--- config.mk ---
export PLATFORM = sky130hd
export DESIGN_NAME = alu_exec_unit
export DESIGN_NICKNAME = d
export VERILOG_FILES = /design/src/rtl/alu_exec_unit.sv
export SDC_FILE = /design/constraint.sdc
export NUM_CORES = 1
export LEC_CHECK = 0
export BUFFER_PORTS_ARGS = -buffer_cell sky130_fd_sc_hd__buf_2
export CAP_MARGIN = 20
export CORE_MARGIN = 2
export CORE_UTILIZATION = 61
export DETAILED_ROUTE_END_ITERATION = 10
export PLACE_DENSITY = 0.92
export SLEW_MARGIN = 40
export SYNTH_ARGS = -nofsm -noshare
export SYNTH_HDL_FRONTEND = slang
export SYNTH_SLANG_ARGS = --single-unit
--- constraint.sdc ---
create_clock -name clk_i -period 4.6 [get_ports clk_i]
set_clock_uncertainty 0.05 [all_clocks]
set_input_delay 0.69 -clock clk_i [delete_from_list [all_inputs] [get_ports clk_i]]
set_output_delay 0.69 -clock clk_i [all_outputs]
set_load 0.05 [all_outputs]
--- src/rtl/alu_exec_unit.sv ---
`default_nettype none
// ============================================================================
// Module      : alu_exec_unit
// Description : EX-stage execution unit. Logic ops, ADD/SUB and SLT finish
//               in one cycle. SLL/SRL run on an iterative shifter and stall
//               the pipeline through the valid/ready handshake and busy_o.
// Revision    : 1.0 - initial release
// ============================================================================
module alu_exec_unit #(
    parameter int DATA_W     = 32,
    parameter int SHIFT_STEP = 1
) (
    input  logic              clk_i,
    input  logic              rst_i,
    input  logic              flush_i,
    input  logic              valid_i,
    output logic              ready_o,
    input  logic [3:0]        ctrl_i,
    input  logic [DATA_W-1:0] src1_i,
    input  logic [DATA_W-1:0] src2_i,
    input  logic [4:0]        shamt_i,
    output logic              valid_o,
    input  logic              ready_i,
    output logic [DATA_W-1:0] result_o,
    output logic              zero_o,
    output logic              overflow_o,
    output logic              busy_o
);

    localparam logic [3:0] c_OP_AND  = 4'b0000;
    localparam logic [3:0] c_OP_OR   = 4'b0001;
    localparam logic [3:0] c_OP_ADD  = 4'b0010;
    localparam logic [3:0] c_OP_SUB  = 4'b0110;
    localparam logic [3:0] c_OP_SLT  = 4'b0111;
    localparam logic [3:0] c_OP_SLL  = 4'b1000;
    localparam logic [3:0] c_OP_SRL  = 4'b1001;
    localparam logic [3:0] c_OP_NOR  = 4'b1100;
    localparam logic [3:0] c_OP_NAND = 4'b1101;

    localparam logic [1:0] c_ST_IDLE  = 2'd0;
    localparam logic [1:0] c_ST_SHIFT = 2'd1;
    localparam logic [1:0] c_ST_DONE  = 2'd2;

    localparam logic [4:0] c_STEP = 5'(SHIFT_STEP);

    logic [1:0]        r_state;
    logic [1:0]        w_next_state;
    logic [DATA_W-1:0] r_acc;
    logic [4:0]        r_cnt;
    logic              r_shift_left;
    logic [DATA_W-1:0] r_result;
    logic              r_zero;
    logic              r_overflow;
    logic              r_valid;

    logic              w_accept;
    logic              w_is_shift;
    logic [4:0]        w_step;
    logic [4:0]        w_cnt_next;
    logic [DATA_W-1:0] w_shifted;
    logic [DATA_W-1:0] w_sum;
    logic [DATA_W-1:0] w_diff;
    logic [DATA_W-1:0] w_alu_result;
    logic              w_alu_overflow;

    assign w_accept   = valid_i & ready_o & ~flush_i;
    assign w_is_shift = (ctrl_i == c_OP_SLL) || (ctrl_i == c_OP_SRL);

    // Last shift step may be shorter than SHIFT_STEP so the count lands exactly on 0
    assign w_step     = (r_cnt < c_STEP) ? r_cnt : c_STEP;
    assign w_cnt_next = r_cnt - w_step;
    assign w_shifted  = r_shift_left ? (r_acc << w_step) : (r_acc >> w_step);

    assign w_sum  = src1_i + src2_i;
    assign w_diff = src1_i - src2_i;

    // Single-cycle ALU; overflow only when operand signs make it possible
    always_comb begin
        w_alu_result   = '0;
        w_alu_overflow = 1'b0;
        case (ctrl_i)
            c_OP_AND:  w_alu_result = src1_i & src2_i;
            c_OP_OR:   w_alu_result = src1_i | src2_i;
            c_OP_ADD: begin
                w_alu_result   = w_sum;
                w_alu_overflow = (src1_i[DATA_W-1] == src2_i[DATA_W-1]) &&
                                 (w_sum[DATA_W-1] != src1_i[DATA_W-1]);
            end
            c_OP_SUB: begin
                w_alu_result   = w_diff;
                w_alu_overflow = (src1_i[DATA_W-1] != src2_i[DATA_W-1]) &&
                                 (w_diff[DATA_W-1] != src1_i[DATA_W-1]);
            end
            c_OP_SLT:  w_alu_result[0] = ($signed(src1_i) < $signed(src2_i));
            c_OP_NOR:  w_alu_result = ~(src1_i | src2_i);
            c_OP_NAND: w_alu_result = ~(src1_i & src2_i);
            default:   w_alu_result = '0;
        endcase
    end

    // State register
    always_ff @(posedge clk_i) begin
        if (rst_i) begin
            r_state <= c_ST_IDLE;
        end else begin
            r_state <= w_next_state;
        end
    end

    // Next-state logic; flush aborts from any state
    always_comb begin
        w_next_state = r_state;
        case (r_state)
            c_ST_IDLE: begin
                if (w_accept) begin
                    w_next_state = (w_is_shift && (shamt_i != 5'd0)) ? c_ST_SHIFT : c_ST_DONE;
                end
            end
            c_ST_SHIFT: begin
                if (w_cnt_next == 5'd0) begin
                    w_next_state = c_ST_DONE;
                end
            end
            c_ST_DONE: begin
                if (ready_i) begin
                    w_next_state = c_ST_IDLE;
                end
            end
            default: w_next_state = c_ST_IDLE;
        endcase
        if (flush_i) begin
            w_next_state = c_ST_IDLE;
        end
    end

    // Handshake outputs; ready is masked while reset is asserted
    always_comb begin
        ready_o = (r_state == c_ST_IDLE) && !rst_i;
        busy_o  = (r_state != c_ST_IDLE);
    end

    // Datapath: shifter accumulator and registered result; flush keeps result
    always_ff @(posedge clk_i) begin
        if (rst_i) begin
            r_acc        <= '0;
            r_cnt        <= '0;
            r_shift_left <= 1'b0;
            r_result     <= '0;
            r_zero       <= 1'b0;
            r_overflow   <= 1'b0;
            r_valid      <= 1'b0;
        end else if (flush_i) begin
            r_cnt   <= '0;
            r_valid <= 1'b0;
        end else begin
            case (r_state)
                c_ST_IDLE: begin
                    if (w_accept) begin
                        if (w_is_shift) begin
                            r_acc        <= src2_i;
                            r_cnt        <= shamt_i;
                            r_shift_left <= (ctrl_i == c_OP_SLL);
                            if (shamt_i == 5'd0) begin
                                r_result   <= src2_i;
                                r_zero     <= (src2_i == '0);
                                r_overflow <= 1'b0;
                                r_valid    <= 1'b1;
                            end
                        end else begin
                            r_result   <= w_alu_result;
                            r_zero     <= (w_alu_result == '0);
                            r_overflow <= w_alu_overflow;
                            r_valid    <= 1'b1;
                        end
                    end
                end
                c_ST_SHIFT: begin
                    r_acc <= w_shifted;
                    r_cnt <= w_cnt_next;
                    if (w_cnt_next == 5'd0) begin
                        r_result   <= w_shifted;
                        r_zero     <= (w_shifted == '0);
                        r_overflow <= 1'b0;
                        r_valid    <= 1'b1;
                    end
                end
                c_ST_DONE: begin
                    if (ready_i) begin
                        r_valid <= 1'b0;
                    end
                end
                default: r_valid <= 1'b0;
            endcase
        end
    end

    assign valid_o    = r_valid;
    assign result_o   = r_result;
    assign zero_o     = r_zero;
    assign overflow_o = r_overflow;

endmodule
`default_nettype wire

Word level (Yosys, flattened, before mapping) --
Cells that the tools add are included. Widths: inputs -> output; s select.
Storage, ports and cells: register bits 75, input port bits 78, output and inout bits 37, logic and storage cells 101
Cells by class: add/sub/neg operators 3, order comparisons 2, equality and inequality tests 19, shift-type cells 2, mux-type cells 37, bitwise logic cells 7, reduce and logical (&&, ||, !) cells 23
Operators with widths (count):
- $mux 32 | 7
- $pmux 31 s6 | 1
- $pmux 32 s2 | 2
- $logic_not 32->1 | 3
- $not 32->32 | 2
- $add 32x32->32 | 1
- $and 32x32->32 | 1
- $lt 32x32->1 | 1
- $or 32x32->32 | 1
- $shl 32x5->32 | 1
- $shr 32x5->32 | 1
- $sub 32x32->32 | 1
- $eq 4x4->1 const B | 4
- $mux 5 | 3
- $mux 1 | 13
- $reduce_and 4->1 | 3
- $logic_not 5->1 | 2
- $pmux 5 s2 | 1
- $eq 4x3->1 const B | 2
- $mux 2 | 4
- $ne 2x2->1 const B | 4
- $pmux 1 s7 | 1
- $pmux 1 s2 | 3
- $pmux 2 s3 | 1
- other kinds (22) | 30

Logic depth before layout (Yosys ltp) --
depth in word-level cells 7, gate-level depth with buffers 15, gate-level depth less buffers 15

Worst setup path after synthesis --
No wires, ideal clock.
path kind in2reg, start point input port src1_i[0], end point register r_zero (netlist: zero_o), setup time 0.096 ns, arrival time 3.666 ns, required time 4.454 ns, slack 0.788 ns, stages 14, cell sequence inv_1 > ha_1 > fa_1 > o21ba_2 > nor4_1 > o311a_2 > o21ai_1 > o21ai_2 > a31oi_1 > or4_1 > a31o_2 > nor4b_2 > nand4_1 > o41ai_2
Between the ends: cells in the longest elaborated chain, start to end 7, elaborated cells between the ends (all ways) 13, classes of those cells add/sub: 2; order compare: 1; mux: 5; bitwise: 4; reduce/logical: 1
Ends and longest elaborated chain:
- start, declared | RTL line 19 | input logic [DATA_W-1:0] src1_i,
- parallel branches: the longest is 3 deep, another holds $sub 32x32->32
- $logic_not 32->1 * | RTL line 171 | r_zero <= (w_alu_result == '0);
- $mux 1 * | RTL line 159 | if (w_is_shift) begin
- $mux 1 * | RTL line 158 | if (w_accept) begin
- $pmux 1 s2 * | RTL line 156 | case (r_state)
- end signal, assigned | RTL line 165 | r_zero <= (src2_i == '0);
- end signal, assigned | RTL line 171
- end signal, assigned | RTL line 182 | r_zero <= (w_shifted == '0);
- end, declared | RTL line 52 | logic r_zero;
Mark *: on every way between the ends. The select of a mux whose other input is x is not followed. A chain may end at the register's enable or synchronous reset.

Worst setup path after layout --
Same ends and word-level chain as after synthesis.

==> impl_results.rst <==
.. list-table::
   :header-rows: 1

   * - Metric
     - Value
   * - Total power consumption of the routed design
     - between 2 and 3 mW
   * - Fraction of layout cells with a size suffix above 1
     - approximately 14%
   * - Sinks on the clock net
     - 75
   * - Routed wirelength normalized by instance count
     - approximately 23 µm
   * - Final hold violation count
     - 0
   * - Post-route DRC violation count
     - 0
   * - Required @ worst endpoint
     - about 4800 ps
   * - Total core area
     - ~0.017 mm²
   * - Latest clock arrival within the worst-skew pair
     - ~350 ps
   * - Power Dens Cells
     - 231 mW/mm²
   * - Setup_tns
     - 0 ps
   * - Cell at the slowest stage of the critical path
     - or4_1
   * - Via/cell ratio
     - just under 7
   * - Chip width
     - between 100 and 150 µm
   * - Category of the critical setup timing path
     - input port to flip-flop
   * - DRT iter0 DRCs
     - between 1500 and 2000
   * - Root buffer selected by CTS
     - clkbuf_16
   * - Initial antenna violation count
     - 1
   * - Synth Warn #
     - 0
   * - Crit. End Element
     - flip-flop
   * - Total Nets Final
     - around 1800
   * - Overflow left after global routing
     - 0
   * - Die boundary height
     - around 130 µm
   * - Detailed placer's ending HPWL
     - around 32000 µm
   * - Cell Chain, Critical Path
     - buf_2 > inv_1 > ha_1 > fa_1 > o21ba_2 > nor4_1 > o311a_2 > o21ai_1 > buf_4 > o21ai_2 > a31oi_1 > or4_1 > a31o_2 > nor4b_2 > nand4_1 > o41ai_2
   * - Combined area of all synthesized cells
     - about 0.010 mm²
   * - Largest cells by area after synthesis
     - dfxtp_1, ha_1, a21oi_1
   * - TritonCTS clock tree
     - yes
   * - Area share of the largest cell type after synthesis
     - about 14%
   * - Max incr delay on CP
     - 480 ps
   * - Number of vias in the routed layout
     - 12633
   * - Final setup violation count
     - 0
   * - Post-synthesis cell count
     - between 1500 and 2000
   * - Final Wtd Congestion
     - between 1 and 1.5
   * - Max-slew headroom
     - approximately 45%
   * - Clock input transition at the sequential cells of the worst setup and hold paths
     - roughly 60 ps
   * - Transition time at the pin with the least slew margin
     - ~800 ps
   * - Type of the most critical hold path
     - flip-flop to flip-flop
   * - Fraction of the cycle the final worst path needs
     - roughly 90%
   * - Worst path arrival time
     - around 4300 ps
   * - Leakage
     - 4.95 nW
   * - Commonest register cell after synthesis
     - dfxtp_1
   * - Number of CTS-inserted buffers
     - 9
   * - CP Buf/Inv Count
     - 3
   * - Post-synth net total
     - ~1700
   * - Post-Place Setup Slack
     - between 200 and 250 ps
   * - Crit-path max FO
     - 5
   * - Antenna Violating Nets Remaining
     - 0
   * - Rows
     - between 40 and 50
   * - Via count of the first global-routing pass
     - approximately 12000
   * - Number of placed I/O pins
     - around 120
   * - Initial core utilization
     - ~62%
   * - Most common cell after layout, fill and taps aside
     - a21oi_1
   * - Total Routing Usage GR
     - 45.5%
   * - Number of library cell types mapped by synthesis
     - between 80 and 90
   * - Max_cap viols
     - 0
   * - Global-route wire length before repair
     - approximately 64000 µm
   * - Family with the most delay on the worst path
     - compound AO/OA/AOI/OAI gates
   * - Max frequency
     - 0.244 GHz
   * - Number of enable flip-flop cells after synthesis
     - 0
   * - Hold-fix buffer count after cts
     - 0
   * - Fraction of registers with async set or reset after synthesis
     - 0%
   * - Post-layout worst setup margin
     - a little under 500 ps
   * - Layout overhead on the synthesized area
     - 11.9%
   * - Unrepaired setup endpoints after global routing
     - no
   * - I/O Buffers
     - ~110
   * - Number of inserted filler cells in the final layout
     - 1402
   * - Leading cell types in the layout, fill and taps excluded
     - a21oi_1, nor2_1, inv_1
   * - Post-CTS setup buffers
     - 0
   * - First-pass iteration count of the detailed router
     - 7
   * - Post-route core utilization
     - 69.9%
   * - Total wire length
     - roughly 42000 µm
   * - Final worst path period need
     - about 4000 ps
   * - Result of the run
     - finished clean
   * - Share of the yosys chip area belonging to registers
     - between 10 and 15%
   * - Kind of start point of the critical path
     - input port
   * - Synthesized area per cell
     - around 6.8 µm²
   * - Peak supply drop
     - 0.230 mV
   * - FF+latch count, synth
     - 75
   * - Final Max Slew Viols
     - 0
   * - Placed cell area
     - 0.0113 mm²
   * - Final design instance area without fill
     - between 0.01 and 0.015 mm²
   * - Pin count of the biggest net entering global routing
     - just over 70
   * - Total of cells resized after clock tree synthesis
     - 0
   * - CTS max path bufs
     - 2
   * - Max H-tree Level
     - 3
   * - Area of the die
     - roughly 0.018 mm²
   * - Most area-hungry cell type in the Yosys netlist
     - dfxtp_1
## metal layers
| metal | up-vias | GRT usage (%) | part of all wire [%] |
|---|---|---|---|
| li1 | 5665 | - | - |
| met1 | 5822 | 57.0 | 38 |
| met4 | 2 | 28.8 | 8.0 |
| met2 | 923 | 71.7 | 43 |
| met3 | 221 | 9.01 | 11 |
| met5 | - | 0 | 0.18 |
## final timing paths
path / slack [ps] / to / from / cells past startpoint
worst max-delay path: 500 / zero_o / src1_i[0] / 16
worst min-delay path: 400 / result_o[25] / result_o[25] / 2
worst max register to register: 620 / zero_o / r_cnt[1] / 16
worst min register to register: 400 / result_o[25] / result_o[25] / 2
## layout make-up
class                   count  area, µm²  area share [%]
diodes                      1       2.50          0.0215
clock buffers              11        253            2.17
clock inverters             5       83.8           0.721
inverters                 134        503            4.33
multi-input cells        1206       7970            68.6
flip-flops and latches     75       1510            12.9
well taps                 220        275            2.37
repair buffers            175       1030            8.87
## worst min-delay path, cell delays in order (launching register included)
cell	delay, ps
dfxtp_1	300
nand2_1	50
a21oi_1	50
## metrics by stage
step                      std cells  hold WS (ps)
after floorplan                1529           405
after global placement         1810           387
after detailed placement       1810           393
after CTS                      1826           401
after global routing           1826           428
final                          1827           401
## synth_stat cells, types with 21 or more instances
cell type and count:
nor4_1 21, inv_1 134, dfxtp_1 75, nor2_1 191, ha_1 109, a21oi_1 192, nor3_1 31, xnor2_1 22
o211ai_1 45, o21ai_0 85, mux2i_1 68, clkbuf_1 82, a211oi_1 58, nand3_1 30, nand2_1 105
## power breakdown
group          leakage (nW)  switching, mW  total, mW  internal, mW
clock                 0.158          0.292      0.798         0.507
sequential            0.609         0.0259      0.699         0.673
combinational          4.18          0.783       1.18         0.401
total                  4.95           1.10       2.68          1.58
## sequential cells by signal, summed over array words and instances, names as in the netlist
| name | cells |
|---|---|
| r_cnt | 5 |
| valid_o | 1 |
| r_acc | 32 |
| r_shift_left | 1 |
| overflow_o | 1 |
| zero_o | 1 |
| r_state | 2 |
| result_o | 32 |
## kinds of logic (layout without fill, tap and decap cells)
kind of cell / after synthesis / count (layout) / synth area share, %
AOI/OAI and AO/OA: 532 / 532 / 33.2
and+or+nand+nor: 469 / 469 / 20.9
buffers and inverters: 248 / 325 / 9.21
adders and majority gates: 111 / 111 / 13.5
DFF: 75 / 75 / 14.5
muxes: 70 / 70 / 6.77
xor gates and xnor gates: 24 / 24 / 2.02
other: 0 / 1 / 0
Note: power is estimated with default switching activity, not from simulation.
